### config.mk
export PLATFORM = sky130hd
export DESIGN_NAME = hazard_controller
export DESIGN_NICKNAME = d
export VERILOG_FILES = /design/src/rtl/hazard_pkg.sv /design/src/rtl/mc_sequencer.sv /design/src/rtl/hazard_controller.sv
export SDC_FILE = /design/constraint.sdc
export NUM_CORES = 1
export LEC_CHECK = 0
export CORE_MARGIN = 2
export CORE_UTILIZATION = 38
export DETAILED_ROUTE_END_ITERATION = 7
export GPL_ROUTABILITY_DRIVEN = 0
export PLACE_DENSITY_LB_ADDON = 0.25
export SYNTH_ARGS = -nofsm -noshare
export SYNTH_HDL_FRONTEND = slang
export SYNTH_SLANG_ARGS = --single-unit
### constraint.sdc
create_clock -name clk_i -period 5.4 [get_ports clk_i]
set_input_delay 1.08 -clock clk_i [delete_from_list [all_inputs] [get_ports clk_i]]
set_output_delay 1.08 -clock clk_i [all_outputs]
set_load 0.02 [all_outputs]
### src/rtl/hazard_pkg.sv
// Shared types for the RV32 pipeline hazard controller: multi-cycle FSM state,
// pipeline-register control bundle and a register-match helper.
package hazard_pkg;

    typedef enum logic {
        RUN     = 1'b0,
        MC_BUSY = 1'b1
    } mc_state_t;

    localparam logic [4:0] REG_ZERO = 5'd0;

    typedef struct packed {
        logic stall_if;
        logic stall_id;
        logic stall_ex;
        logic stall_mem;
        logic flush_id;
        logic flush_ex;
        logic flush_mem;
        logic flush_wb;
    } pipe_ctrl_t;

    function automatic logic reg_match(input logic uses, input logic [4:0] rs, input logic [4:0] rd);
        return uses && (rs == rd);
    endfunction

endpackage

### src/rtl/mc_sequencer.sv
// Multi-cycle EX operation sequencer: start pulse, wait for done, abort on timeout.
// Counter saturates so a long dmem wait inside MC_BUSY cannot wrap it past the limit.
module mc_sequencer
    import hazard_pkg::*;
#(
    parameter int MC_TIMEOUT = 64
) (
    input  logic clk_i,
    input  logic rst_i,
    input  logic ex_mc_op_i,
    input  logic mc_done_i,
    input  logic mem_stall_i,
    output logic mc_start_o,
    output logic mc_timeout_o,
    output logic mc_stall_o,
    output logic mc_active_o
);

    localparam int CW = $clog2(MC_TIMEOUT) + 1;
    localparam logic [CW-1:0] CNT_LAST = CW'(MC_TIMEOUT - 1);
    localparam logic [CW-1:0] CNT_MAX  = {CW{1'b1}};

    mc_state_t     state_q, state_d;
    logic [CW-1:0] cnt_q, cnt_d;

    always_ff @(posedge clk_i or posedge rst_i) begin
        if (rst_i) begin
            state_q <= RUN;
            cnt_q   <= '0;
        end else begin
            state_q <= state_d;
            cnt_q   <= cnt_d;
        end
    end

    always_comb begin
        state_d      = state_q;
        cnt_d        = cnt_q;
        mc_start_o   = 1'b0;
        mc_timeout_o = 1'b0;
        mc_stall_o   = 1'b0;
        mc_active_o  = 1'b0;
        case (state_q)
            RUN: begin
                if (ex_mc_op_i) begin
                    mc_active_o = 1'b1;
                    if (!mem_stall_i) begin
                        mc_start_o = 1'b1;
                        mc_stall_o = 1'b1;
                        state_d    = MC_BUSY;
                        cnt_d      = CW'(1);
                    end
                end
            end
            MC_BUSY: begin
                mc_active_o = 1'b1;
                if (mem_stall_i) begin
                    if (cnt_q != CNT_MAX) cnt_d = cnt_q + CW'(1);
                end else if (mc_done_i) begin
                    state_d = RUN;
                    cnt_d   = '0;
                end else if (cnt_q >= CNT_LAST) begin
                    mc_timeout_o = 1'b1;
                    state_d      = RUN;
                    cnt_d        = '0;
                end else begin
                    mc_stall_o = 1'b1;
                    cnt_d      = cnt_q + CW'(1);
                end
            end
            default: begin
                state_d = RUN;
                cnt_d   = '0;
            end
        endcase
    end

endmodule

### src/rtl/hazard_controller.sv
// Pipeline stall/flush generator for the 5-stage RV32 core. Priority:
// dmem wait > multi-cycle op > redirect > load-use. Outputs forced low during reset.
module hazard_controller
    import hazard_pkg::*;
#(
    parameter int MC_TIMEOUT = 64,
    parameter int CNT_W      = 32
) (
    input  logic             clk_i,
    input  logic             rst_i,
    input  logic [4:0]       id_rs1_i,
    input  logic [4:0]       id_rs2_i,
    input  logic             id_uses_rs1_i,
    input  logic             id_uses_rs2_i,
    input  logic [4:0]       ex_rd_i,
    input  logic             ex_reg_write_i,
    input  logic             ex_mem_read_i,
    input  logic             ex_mc_op_i,
    input  logic             ex_branch_taken_i,
    input  logic             mc_done_i,
    input  logic             mem_req_i,
    input  logic             mem_ready_i,
    output logic             stall_if_o,
    output logic             stall_id_o,
    output logic             stall_ex_o,
    output logic             stall_mem_o,
    output logic             flush_id_o,
    output logic             flush_ex_o,
    output logic             flush_mem_o,
    output logic             flush_wb_o,
    output logic             mc_start_o,
    output logic             mc_timeout_o,
    output logic [CNT_W-1:0] stall_cnt_o
);

    logic       mem_stall, load_use;
    logic       seq_start, seq_timeout, seq_stall, seq_active;
    pipe_ctrl_t ctrl;
    logic [CNT_W-1:0] stall_cnt_q, stall_cnt_d;

    assign mem_stall = mem_req_i & ~mem_ready_i;
    assign load_use  = ex_mem_read_i & ex_reg_write_i & (ex_rd_i != REG_ZERO) &
                       (reg_match(id_uses_rs1_i, id_rs1_i, ex_rd_i) |
                        reg_match(id_uses_rs2_i, id_rs2_i, ex_rd_i));

    mc_sequencer #(
        .MC_TIMEOUT (MC_TIMEOUT)
    ) u_mc_seq (
        .clk_i        (clk_i),
        .rst_i        (rst_i),
        .ex_mc_op_i   (ex_mc_op_i),
        .mc_done_i    (mc_done_i),
        .mem_stall_i  (mem_stall),
        .mc_start_o   (seq_start),
        .mc_timeout_o (seq_timeout),
        .mc_stall_o   (seq_stall),
        .mc_active_o  (seq_active)
    );

    // Redirect and load-use are only meaningful when no multi-cycle op owns EX.
    always_comb begin
        ctrl = '0;
        if (rst_i) begin
            ctrl = '0;
        end else if (mem_stall) begin
            ctrl.stall_if  = 1'b1;
            ctrl.stall_id  = 1'b1;
            ctrl.stall_ex  = 1'b1;
            ctrl.stall_mem = 1'b1;
            ctrl.flush_wb  = 1'b1;
        end else if (seq_active) begin
            ctrl.stall_if  = seq_stall;
            ctrl.stall_id  = seq_stall;
            ctrl.stall_ex  = seq_stall;
            ctrl.flush_mem = seq_stall;
        end else if (ex_branch_taken_i) begin
            ctrl.flush_id = 1'b1;
            ctrl.flush_ex = 1'b1;
        end else if (load_use) begin
            ctrl.stall_if = 1'b1;
            ctrl.stall_id = 1'b1;
            ctrl.flush_ex = 1'b1;
        end
    end

    assign stall_if_o   = ctrl.stall_if;
    assign stall_id_o   = ctrl.stall_id;
    assign stall_ex_o   = ctrl.stall_ex;
    assign stall_mem_o  = ctrl.stall_mem;
    assign flush_id_o   = ctrl.flush_id;
    assign flush_ex_o   = ctrl.flush_ex;
    assign flush_mem_o  = ctrl.flush_mem;
    assign flush_wb_o   = ctrl.flush_wb;
    assign mc_start_o   = seq_start & ~rst_i;
    assign mc_timeout_o = seq_timeout & ~rst_i;

    assign stall_cnt_d = ctrl.stall_if ? stall_cnt_q + CNT_W'(1) : stall_cnt_q;

    always_ff @(posedge clk_i or posedge rst_i) begin
        if (rst_i) stall_cnt_q <= '0;
        else       stall_cnt_q <= stall_cnt_d;
    end

    assign stall_cnt_o = stall_cnt_q;

endmodule

After elaboration in Yosys (flattened, before gate mapping)
Index checks and enable logic that the tools add are counted.
Storage, ports and cells
  register bits: 40
  input port bits: 26
  word-level logic and storage cells: 59
  output and inout bits: 42
Operators by class
  order comparisons: 1
  $add $sub $neg: 2
  reductions and logical operators: 4
  equal/unequal tests: 6
  muxes and demuxes: 33
  bitwise operators: 10
Operators with widths (count)
  $mux 7: 6
  $add 32x1->32 const B: 1
  $mux 1: 16
  $pmux 7 s2: 1
  $eq 5x5->1: 2
  $mux 2: 4
  $mux 8: 1
  $add 7x1->7 const B: 1
  $ge 7x6->1 const B: 1
  $ne 7x7->1 const B: 1
  $and 1x1->1: 6
  $mux 3: 2
  $pmux 1 s2: 3
  $reduce_bool 5->1: 1
  $ne 2x2->1 const B: 2
  $ne 3x3->1 const B: 1
  $not 1->1: 3
  $reduce_and 3->1: 1
  $logic_and 1x1->1: 2
  $or 1x1->1: 1

Longest topological paths before layout
  depth after elaboration: 9
  depth in mapped cells: 8
  depth with buffers taken out: 8

Modules after synthesis
Synthesis repeated with hierarchy kept, for this count alone.
Unflattened totals
  cell total of the unflattened synthesis: 233
  area total of the unflattened synthesis: 2449.8 sq um
By module, submodules not included
  hazard_controller: cells an instance 169, times used 1, area each 1866.8 sq um, sequential area each 800.8 sq um
  mc_sequencer: cells an instance 64, times used 1, area each 583.1 sq um, sequential area each 200.2 sq um

Least setup slack after synthesis
Ideal clock, no wire load.
  path kind: in2out
  start point: input port ex_rd_i[0]
  end point: output port stall_if_o
  slack: 1916 ps
  arrival time: 2404 ps
  stages: 5
  path through: or3_1 > o311a_4 > a31oi_4 > inv_4 > buf_4
On the way
  word-level cells in the longest chain between the ends: 9
  elaborated cells on any way between the ends: 13
  those cells by class: eq/ne (2); mux (5); bitwise (3); reduce/logical (3)
RTL lines
  start, declared: line hazard_controller.sv:15  | input logic [4:0] ex_rd_i,
  $eq 5x5->1: line hazard_pkg.sv:24  | return uses && (rs == rd);
  $logic_and 1x1->1: line hazard_pkg.sv:24
  $or 1x1->1: line hazard_controller.sv:43  | (reg_match(id_uses_rs1_i, id_rs1_i, ex_rd_i) |
  $and 1x1->1 (*): line hazard_controller.sv:42  | assign load_use = ex_mem_read_i & ex_reg_write_i & (ex_rd_i != REG_ZERO) &
  $mux 2 (*): line hazard_controller.sv:79  | end else if (load_use) begin
  $mux 2 (*): line hazard_controller.sv:76  | end else if (ex_branch_taken_i) begin
  $mux 2 (*): line hazard_controller.sv:71  | end else if (seq_active) begin
  $mux 3 (*): line hazard_controller.sv:65  | end else if (mem_stall) begin
  $mux 8 (*): line hazard_controller.sv:63  | if (rst_i) begin
  end, declared: line hazard_controller.sv:23  | output logic stall_if_o,
Every way passes the cells marked *; elsewhere a longest branch is shown, timed or not.

Worst setup path in the final report
Same ends and word-level chain as after synthesis.

==> impl_metrics.yaml <==
outcome:
  outcome: "finished, final reports clean"
finish:
  area_delta_synth_final_pct: 36.5
  register_area_sq_um: 1000
  diodes: 0
  nNetsFinal: 325
  fill_cells: 563
  multi_input_area_sq_um: 1170
  drive_gt1_frac: 0.0705
timing:
  post-route-period-util: 0.782
  setup_viol: 0
  worst_slew_pin_slew_ps: 807
  holdWs_ps: 465
  min_period_ps: 4220
  rsz0062_at_grt: "false"
  fmax_ghz: 0.237
  relSlewSlack: 0.456
  finalHoldViolCount: 0
  fin_worst_skew_ps: 6.34
  drv_slew: 0
  setup_tns_ps: 0
cts:
  numCtsBuffers: 5
  htreeDepth: 2
  cts_setup_buffers: 0
  clk_path_buf_depth: 2
  clock_latency_ps: 280
  postCtsHoldBufs: 0
  tritoncts: "built"
  cts_root_buf: "clkbuf_8"
  cts.clk_slew.worst_paths_ps: 70
  cts_sinks: 40
  post_cts_resized: 0
detailed_routing:
  post_drt_via_cell_ratio: 5.01
  drc: 0
  initialDrtViolationCount: 108
  vias: 1869
  routedWlPerCell_um: 13.2
  postRouteAntennaNets: 0
  first_pass_iters: 4
  wl_um: 4910
global_routing:
  grt_usage: 0.158
  grt_pass1_vias: 1788
  antenna_found_initial: 0
  grt_pass1_wl_um: 8160
  grt_max_degree: 41
  gr-total-overflow: 0
pwr:
  p_per_area_nw_per_um2: 288
  intPower_uw: 590
  combPwrFrac: 0.323
  p_leak_nw: 1.30
  pwr-share-seq: 0.448
  clockPowerShare: 0.228
  switching_share: 0.333
  ir_worst_vdd_uv: 190
  p_switching_uw: 295
die:
  core-area_sq_um: 5820
  io_pins: 68
  die_w_um: 80.9
  start_util: 0.386
  die_h_um: 80.9
  dieArea_sq_um: 6540
  rows: 28
yosys:
  synth_cell_types: 41
  yosys-top-cells-area: "dfrtp_1 (45%), xor2_1 (9.7%), xnor2_1 (6.2%)"
  synth_top_area_cell: "dfrtp_1"
  synthesis.nets: 255
  yosysMostFrequentCell: "dfrtp_1"
  seq_area_frac_synth: 0.445
  synth_area_sq_um: 2250
  ys_warn_count: 0
  synth_edf_count: 0
  synthTopCellsByCount: "dfrtp_1 (40), xor2_1 (25), nand2_1 (23)"
  async_reset_ff_frac: 1.00
  synth_top_area_frac: 0.445
  synth_flop_cell: "dfrtp_1"
  synth_cells: 227
  syn_area_per_cell_sq_um: 9.90
  synth_seq_cells: 40
place:
  io_buffers: 67
  hpwl_um: 3610
setup_path:
  cp-start-kind: "input pin"
  r2r_cells: 8
  cp.required_ps: 4320
  max_stage_delay_ps: 540
  r2r_setup_slack_ps: 3100
  crit_top_cell: "clkdlybuf4s50_1"
  cp.arrival_ps: 3140
  critPathCaptureType: "output pin"
  r2r-start: "u_mc_seq.cnt_q[0]"
  slowest_stage: "clkdlybuf4s50_1"
  critPathKind: "input pin to output pin"
  cp_max_fo: 7
  crit_chain: "clkdlybuf4s50_1, or3_1, o311a_4, a31oi_4, inv_4, clkdlybuf4s50_1"
  r2r_end: "stall_cnt_o[23]"
min_path:
  hp-class: "flip-flop to flip-flop"
  hold_end: "stall_cnt_o[31]"
  holdCritStartpoint: "stall_cnt_o[31]"
  min_path_cells: 1
run:
  max_cap_viol_count: 0
-- power by group through the flow --
stage                     registers, mW  clock network (mW)  logic, mW
after CTS                         0.397               0.207      0.290
after global routing              0.406               0.225      0.311
after global placement            0.402                   0      0.284
final                             0.396               0.202      0.286
after floorplan                   0.433                   0      0.127
after detailed placement          0.400                   0      0.290
-- how the worst max path moves through the flow --
stage	start	to	slack (ps)	depth (start not counted)
after floorplan	ex_rd_i[0]	stall_if_o	1920	5
after global placement	ex_rd_i[0]	stall_if_o	1180	6
after detailed placement	ex_rd_i[0]	stall_if_o	1180	6
after CTS	ex_rd_i[0]	stall_if_o	1160	6
after global routing	ex_rd_i[4]	stall_if_o	1090	7
final	ex_rd_i[0]	stall_if_o	1180	6
-- cells by family after synthesis --
| group | after synthesis | share of synthesized area |
|---|---|---|
| compound gates | 20 | 0.0651 |
| simple gates | 111 | 0.275 |
| flops | 40 | 0.445 |
| xor+xnor | 41 | 0.160 |
| mux | 2 | 0.0117 |
| buf+inv | 11 | 0.0317 |
| fa+ha+maj | 2 | 0.0111 |
-- flip-flops by register name (all words and copies together) (netlist names) --
signal / cells
u_mc_seq.cnt_q: 7
stall_cnt_o: 32
u_mc_seq.state_q: 1
-- layout make-up --
type	instances	area share
multi-input cells	176	0.383
repair buffers	69	0.224
flip-flops and latches	40	0.326
inverters	5	0.00694
well taps	75	0.0306
clock buffers	8	0.0294
-- cell usage in the layout, fill, tap and decap left out, types with 6 or more instances in the layout --
master / count
nand2_1: 23
nand3_1: 16
nor2_1: 22
clkbuf_8: 6
o21ai_0: 9
clkdlybuf4s50_1: 67
xnor2_1: 16
xor2_1: 25
dfrtp_1: 40
nor3_1: 12
-- worst max-delay path: cells and delay by family --
family          cells  cell delay [ps]
buf+inv             3             1100
simple gates        1              400
compound gates      2              550
-- per-layer routing --
| metal | up-vias | part of all wire | GRT usage |
|---|---|---|---|
| li1 | 928 | - | - |
| met1 | 881 | 0.49 | 0.220 |
| met2 | 58 | 0.44 | 0.246 |
| met3 | 2 | 0.064 | 0.0367 |
| met4 | 0 | 0.0067 | 0.0475 |
| met5 | - | 0 | 0 |
-- stage by stage --
step | std cells | setup WS, ps | util | instance area [sq um] | total power, mW
after floorplan | 227 | 1920 | - | 2250 | 0.560
after global routing | 373 | 1090 | 0.527 | 3070 | 0.942
after CTS | 373 | 1160 | 0.527 | 3070 | 0.894
after global placement | 365 | 1180 | 0.512 | 2980 | 0.686
after detailed placement | 365 | 1180 | 0.512 | 2980 | 0.689
final | 373 | 1180 | 0.527 | 3070 | 0.885
Note: power is estimated with default switching activity, not from simulation.
